**src/rtl/npx_serial_core_scheduler.sv**
```systemverilog
// Round-robin scheduler sharing one bit-serial spike x weight core among NUM_REQ
// requesters: grants one job, drives the core's init/clear, returns a completion record.
module npx_serial_core_scheduler #(
    parameter int NUM_REQ      = 4,
    parameter int SPIKE_WIDTH  = 8,
    parameter int WEIGHT_WIDTH = 8,
    parameter int MAX_CYCLES   = 1000,
    parameter int CYCLE_WIDTH  = 16,
    parameter int ID_WIDTH     = 2
) (
    input  logic                            clk,
    input  logic                            rst,
    input  logic                            enable,
    input  logic [NUM_REQ-1:0]              req_valid,
    output logic [NUM_REQ-1:0]              req_ready,
    input  logic [NUM_REQ*SPIKE_WIDTH-1:0]  req_spike,
    input  logic [NUM_REQ*WEIGHT_WIDTH-1:0] req_weight,
    output logic                            core_init,
    output logic                            core_clear,
    output logic [SPIKE_WIDTH-1:0]          core_spike,
    output logic [WEIGHT_WIDTH-1:0]         core_weight,
    input  logic                            core_finish,
    output logic                            rsp_valid,
    input  logic                            rsp_ready,
    output logic [ID_WIDTH-1:0]             rsp_id,
    output logic                            rsp_error,
    output logic [CYCLE_WIDTH-1:0]          rsp_cycles,
    output logic                            busy
);

    localparam int PTR_W = (NUM_REQ > 1) ? $clog2(NUM_REQ) : 1;

    typedef enum logic [1:0] {
        ST_IDLE = 2'd0,
        ST_LOAD = 2'd1,
        ST_RUN  = 2'd2,
        ST_RESP = 2'd3
    } state_t;

    state_t                  r_state;
    state_t                  w_state_nxt;
    logic [PTR_W-1:0]        r_rr_ptr;
    logic [PTR_W-1:0]        w_rr_ptr_nxt;
    logic [CYCLE_WIDTH-1:0]  r_cnt;
    logic [CYCLE_WIDTH-1:0]  w_cnt_nxt;
    logic [SPIKE_WIDTH-1:0]  r_core_spike;
    logic [SPIKE_WIDTH-1:0]  w_core_spike_nxt;
    logic [WEIGHT_WIDTH-1:0] r_core_weight;
    logic [WEIGHT_WIDTH-1:0] w_core_weight_nxt;
    logic [ID_WIDTH-1:0]     r_rsp_id;
    logic [ID_WIDTH-1:0]     w_rsp_id_nxt;
    logic                    r_rsp_error;
    logic                    w_rsp_error_nxt;
    logic [CYCLE_WIDTH-1:0]  r_rsp_cycles;
    logic [CYCLE_WIDTH-1:0]  w_rsp_cycles_nxt;
    logic                    w_core_init;
    logic                    w_core_clear;

    logic                    w_grant_found;
    logic [PTR_W-1:0]        w_grant_idx;
    logic [NUM_REQ-1:0]      w_grant_oh;
    logic [SPIKE_WIDTH-1:0]  w_sel_spike;
    logic [WEIGHT_WIDTH-1:0] w_sel_weight;

    // Round-robin pick: hits are overwritten by lower indices, so the wrapped range
    // is scanned first and the range starting at rr_ptr last (it takes priority).
    always_comb begin
        w_grant_found = 1'b0;
        w_grant_idx   = '0;
        w_sel_spike   = '0;
        w_sel_weight  = '0;
        for (int i = NUM_REQ - 1; i >= 0; i--) begin
            if (req_valid[i] && (i < int'(r_rr_ptr))) begin
                w_grant_found = 1'b1;
                w_grant_idx   = PTR_W'(i);
                w_sel_spike   = req_spike[i*SPIKE_WIDTH +: SPIKE_WIDTH];
                w_sel_weight  = req_weight[i*WEIGHT_WIDTH +: WEIGHT_WIDTH];
            end else begin
                w_grant_found = w_grant_found;
            end
        end
        for (int i = NUM_REQ - 1; i >= 0; i--) begin
            if (req_valid[i] && (i >= int'(r_rr_ptr))) begin
                w_grant_found = 1'b1;
                w_grant_idx   = PTR_W'(i);
                w_sel_spike   = req_spike[i*SPIKE_WIDTH +: SPIKE_WIDTH];
                w_sel_weight  = req_weight[i*WEIGHT_WIDTH +: WEIGHT_WIDTH];
            end else begin
                w_grant_found = w_grant_found;
            end
        end
    end

    assign w_grant_oh = w_grant_found ? (NUM_REQ'(1'b1) << w_grant_idx) : '0;

    // Next-state and datapath updates; the register block applies them only when enabled.
    always_comb begin
        w_state_nxt       = r_state;
        w_rr_ptr_nxt      = r_rr_ptr;
        w_cnt_nxt         = r_cnt;
        w_core_spike_nxt  = r_core_spike;
        w_core_weight_nxt = r_core_weight;
        w_rsp_id_nxt      = r_rsp_id;
        w_rsp_error_nxt   = r_rsp_error;
        w_rsp_cycles_nxt  = r_rsp_cycles;
        w_core_init       = 1'b0;
        w_core_clear      = 1'b0;
        case (r_state)
            ST_IDLE: begin
                if (w_grant_found) begin
                    w_core_spike_nxt  = w_sel_spike;
                    w_core_weight_nxt = w_sel_weight;
                    w_rsp_id_nxt      = ID_WIDTH'(w_grant_idx);
                    if (w_sel_spike != '0) begin
                        w_state_nxt = ST_LOAD;
                    end else begin
                        // Zero spike word yields a zero product: answer without the core.
                        w_state_nxt      = ST_RESP;
                        w_rsp_error_nxt  = 1'b0;
                        w_rsp_cycles_nxt = '0;
                    end
                end else begin
                    w_state_nxt = ST_IDLE;
                end
            end
            ST_LOAD: begin
                w_core_init = 1'b1;
                w_cnt_nxt   = '0;
                w_state_nxt = ST_RUN;
            end
            ST_RUN: begin
                if (core_finish) begin
                    w_state_nxt      = ST_RESP;
                    w_rsp_error_nxt  = 1'b0;
                    w_rsp_cycles_nxt = r_cnt + CYCLE_WIDTH'(1);
                end else if (r_cnt == CYCLE_WIDTH'(MAX_CYCLES - 1)) begin
                    w_core_clear     = 1'b1;
                    w_state_nxt      = ST_RESP;
                    w_rsp_error_nxt  = 1'b1;
                    w_rsp_cycles_nxt = CYCLE_WIDTH'(MAX_CYCLES);
                end else begin
                    w_cnt_nxt = r_cnt + CYCLE_WIDTH'(1);
                end
            end
            ST_RESP: begin
                if (rsp_ready) begin
                    w_state_nxt = ST_IDLE;
                    if (r_rsp_id >= ID_WIDTH'(NUM_REQ - 1)) begin
                        w_rr_ptr_nxt = '0;
                    end else begin
                        w_rr_ptr_nxt = PTR_W'(r_rsp_id) + PTR_W'(1);
                    end
                end else begin
                    w_state_nxt = ST_RESP;
                end
            end
            default: begin
                w_state_nxt = ST_IDLE;
            end
        endcase
    end

    // State and datapath registers; enable=0 freezes everything.
    always_ff @(posedge clk) begin
        if (rst) begin
            r_state       <= ST_IDLE;
            r_rr_ptr      <= '0;
            r_cnt         <= '0;
            r_core_spike  <= '0;
            r_core_weight <= '0;
            r_rsp_id      <= '0;
            r_rsp_error   <= 1'b0;
            r_rsp_cycles  <= '0;
        end else if (enable) begin
            r_state       <= w_state_nxt;
            r_rr_ptr      <= w_rr_ptr_nxt;
            r_cnt         <= w_cnt_nxt;
            r_core_spike  <= w_core_spike_nxt;
            r_core_weight <= w_core_weight_nxt;
            r_rsp_id      <= w_rsp_id_nxt;
            r_rsp_error   <= w_rsp_error_nxt;
            r_rsp_cycles  <= w_rsp_cycles_nxt;
        end
    end

    assign req_ready   = ((r_state == ST_IDLE) && enable && !rst) ? w_grant_oh : '0;
    assign core_init   = w_core_init  && enable && !rst;
    assign core_clear  = w_core_clear && enable && !rst;
    assign core_spike  = r_core_spike;
    assign core_weight = r_core_weight;
    assign rsp_valid   = (r_state == ST_RESP);
    assign rsp_id      = r_rsp_id;
    assign rsp_error   = r_rsp_error;
    assign rsp_cycles  = r_rsp_cycles;
    assign busy        = (r_state != ST_IDLE);

endmodule
```
**config.mk**
```make
export PLATFORM = sky130hd
export DESIGN_NAME = npx_serial_core_scheduler
export DESIGN_NICKNAME = d
export VERILOG_FILES = /design/src/rtl/npx_serial_core_scheduler.sv
export SDC_FILE = /design/constraint.sdc
export NUM_CORES = 1
export LEC_CHECK = 0
export ABC_AREA = 1
export ABC_CLOCK_PERIOD_IN_PS = 2900
export BUFFER_PORTS_ARGS = -buffer_cell sky130_fd_sc_hd__buf_2
export CAP_MARGIN = 20
export CORE_ASPECT_RATIO = 0.7
export CORE_MARGIN = 10
export CORE_UTILIZATION = 55
export DETAILED_ROUTE_END_ITERATION = 8
export MAX_ROUTING_LAYER = met4
export PLACE_DENSITY = 0.94
export SYNTH_ARGS = -nofsm -noshare
export SYNTH_HDL_FRONTEND = slang
export SYNTH_SLANG_ARGS = --single-unit
```
**constraint.sdc**
```tcl
create_clock -name clk -period 2.9 [get_ports clk]
set_clock_uncertainty 0.05 [all_clocks]
set_input_delay 0.435 -clock clk [delete_from_list [all_inputs] [get_ports clk]]
set_output_delay 0.435 -clock clk [all_outputs]
set_load 0.1 [all_outputs]
```
==> results.yml <==
outcome:
  status: "completed"
logic_synthesis:
  yosysMostFrequentCell: "nand2_1"
  syn-num-nets: 654
  ys_top_cells_by_count: "nand2_1 (140), nor2_1 (90), inv_1 (60)"
  synth_area_mm2: 0.003516
  synth_edf_count: 0
  synth_top_area_share: 0.3132
  netlist_instances: 579
  async_reset_ff_frac: 0
  synth-seq-cells: 55
  ys_types: 34
  yosys_warnings: 0
  yosys.area.top_type: "dfxtp_1"
  synthTopCellsByArea: "dfxtp_1 (31%), nand2_1 (15%), nor2_1 (9.6%)"
  syn_area_per_cell_um2: 6.072
  ys_seq_area_frac: 0.3132
  synth_ff_type: "dfxtp_1"
floorplan:
  core_mm2: 0.006216
  die_y_um: 86.90
  io-pin-count: 116
  die_area_mm2: 0.01004
  die_w_um: 115.6
  initial_utilization: 0.5656
  rows: 24
placement:
  hpwlAfterDp_mm: 9.480
  placed_cells: 754
  io_buffers: 115
  place.gp.congestion: 0.9456
cts:
  cts_hold_buf: 0
  clk_path_buf_depth: 2
  ctsHtreeMaxLevel: 2
  clock_latency_ns: 0.32
  tritoncts: "built"
  cts-root-buf: "clkbuf_8"
  numCtsBuffers: 5
  clk_pin_slew_ns: 0.10
  cts_sinks: 55
flow_run:
  maxCapViolCount: 0
cells_and_area:
  antennaDiodeCount: 0
  instances_no_fill: 762
  fill_cells: 560
  drive_gt1_frac: 0.2266
  syn_to_final_growth_pct: 24.66
  post-route-util: 0.7051
  nets: 758
sta:
  finalHoldViolations: 0
  relSlewSlack: 0.5596
  rsz0062_at_grt: "no"
  fin_crit_ns: 2.667
  setup_tns_ns: 0
  finalSetupViolCount: 0
  worstMarginPinSlew_ns: 0.6599
  slew_violations: 0
  fmax_mhz: 375.0
  fin_crit_sh: 0.9196
detailed_routing:
  vias: 4365
  dr.pass1.iters: 7
  drt-wirelength-per-cell_um: 15.82
  viasPerCell: 5.728
  drt_iter0_drc: 497
  drtAntennaViolNets: 0
  routed_wl_mm: 12.05
  drc: 0
global_routing:
  gr-total-overflow: 0
  grt_max_degree: 31
  grt_pass1_vias: 3847
  grt_use_total: 0.2351
  grt_pass1_wl_mm: 18.90
  antenna_found_initial: 0
pwr:
  share_seq_of_total_power: 0.387
  intPower_mw: 1.257
  switching_power_mw: 0.9402
  powerDensity_mw_per_mm2: 501.4
  p_comb_frac: 0.373
  ir_worst_vdd_mv: 0.3294
  p_clk_frac: 0.240
  p_leak_nw: 2.098
  p_sw_frac: 0.4278
worst_setup_path:
  cp.arrival_ns: 2.18
  crit_top_cell: "nand2_1"
  cp_max_fo: 12
  cp.required_ns: 2.41
  cpMaxStageDelayCell: "dfxtp_1"
  cp_cell_sequence: "nand2_1 -> nand2_1 -> o211ai_1 -> and2_1 -> inv_1 -> nor4_4 -> buf_12"
  critPathLaunchType: "flip-flop"
  cp-end-kind: "output port"
  critPathMaxStageDelay_ns: 0.36
  crit_type: "flip-flop to output port"
worst_hold_path:
  min_path_type: "input pin to flip-flop"
-- layer usage --
layer / vias up / global-route usage / share of wire
met5: - / - / 0
met4: 0 / 0.06078 / 0.017
met3: 20 / 0.05785 / 0.11
met2: 247 / 0.3409 / 0.42
met1: 1984 / 0.3177 / 0.45
li1: 2114 / - / -
-- path summary, 6_finish.rpt --
path | from | to | slack, ns | cells after the start
worst max-delay path | r_rr_ptr[1]$_SDFFE_PP0P_ | req_ready[2] | 0.23 | 7
worst min-delay path | rst | r_cnt[2]$_SDFFE_PP0P_ | 0.43 | 2
worst max register to register | r_rr_ptr[1]$_SDFFE_PP0P_ | rsp_cycles[12]$_SDFFE_PP0P_ | 0.34 | 15
worst min register to register | core_weight[6]$_SDFFE_PP0P_ | core_weight[6]$_SDFFE_PP0P_ | 0.43 | 2
-- timing repair --
item                                    4_1_cts  5_1_grt
endpoints found under the setup margin        0        4
setup buffers                                 0        0
resized for setup                             0        3
-- through the flow --
stage | hold WS, ns | cell area (um^2) | power [mW] | setup slack [ns]
after global routing | 0.4368 | 4383 | 2.293 | 0.02808
after CTS | 0.4254 | 4373 | 2.194 | 0.06038
after detailed placement | 0.4103 | 4258 | 1.677 | 0.2944
final | 0.4311 | 4383 | 2.198 | 0.2333
after global placement | 0.4054 | 4258 | 1.667 | 0.3161
after floorplan | 0.4073 | 3576 | 1.493 | -0.2902
-- power by group through the flow --
| stage | registers, mW | clock network, mW | logic [mW] |
|---|---|---|---|
| global placement | 0.864 | 0 | 0.803 |
| detailed placement | 0.865 | 0 | 0.812 |
| finish | 0.850 | 0.528 | 0.819 |
| floorplan | 1.18 | 0 | 0.318 |
| global route | 0.856 | 0.562 | 0.875 |
| CTS | 0.848 | 0.533 | 0.813 |
-- placed cells by master, fill, tap and decap left out, types with 8 or more instances in the layout --
master      n
buf_4      11
a21oi_1    59
nand3_1    37
a221oi_1    8
nor2_1     88
buf_2     111
o21ai_0    38
dfxtp_1    55
inv_1      60
nand2_1   139
o22ai_1    14
-- worst max-delay path: cells and delay by family (launching register included) --
kind,cells,cell delay (ns)
buffers and inverters,2,0.35
DFF,1,0.36
AOI/OAI and AO/OA,1,0.18
and+or+nand+nor,4,0.97
-- cell families after synthesis --
kind of cell               synth area share
buffers and inverters                0.1107
adders and majority gates          0.007116
DFF                                  0.3132
xor gates and xnor gates            0.01245
AOI/OAI and AO/OA                    0.2146
and+or+nand+nor                      0.3420
-- layout make-up --
type	count	area (um^2)	area share
Multi-Input combinational cell	432	2098	0.4787
Sequential cell	55	1101	0.2512
Timing Repair Buffer	127	738.2	0.1684
Inverter	62	232.7	0.05310
Tap cell	78	97.59	0.02227
Clock buffer	5	68.82	0.01570
Clock inverter	3	46.29	0.01056
-- state kept, by name (all words and copies together) (netlist names) --
signal,cells
core_weight,8
r_cnt,16
rsp_error,1
core_spike,8
rsp_cycles,16
r_state,2
r_rr_ptr,2
rsp_id,2
No activity file was read; power rests on OpenSTA's default activity.
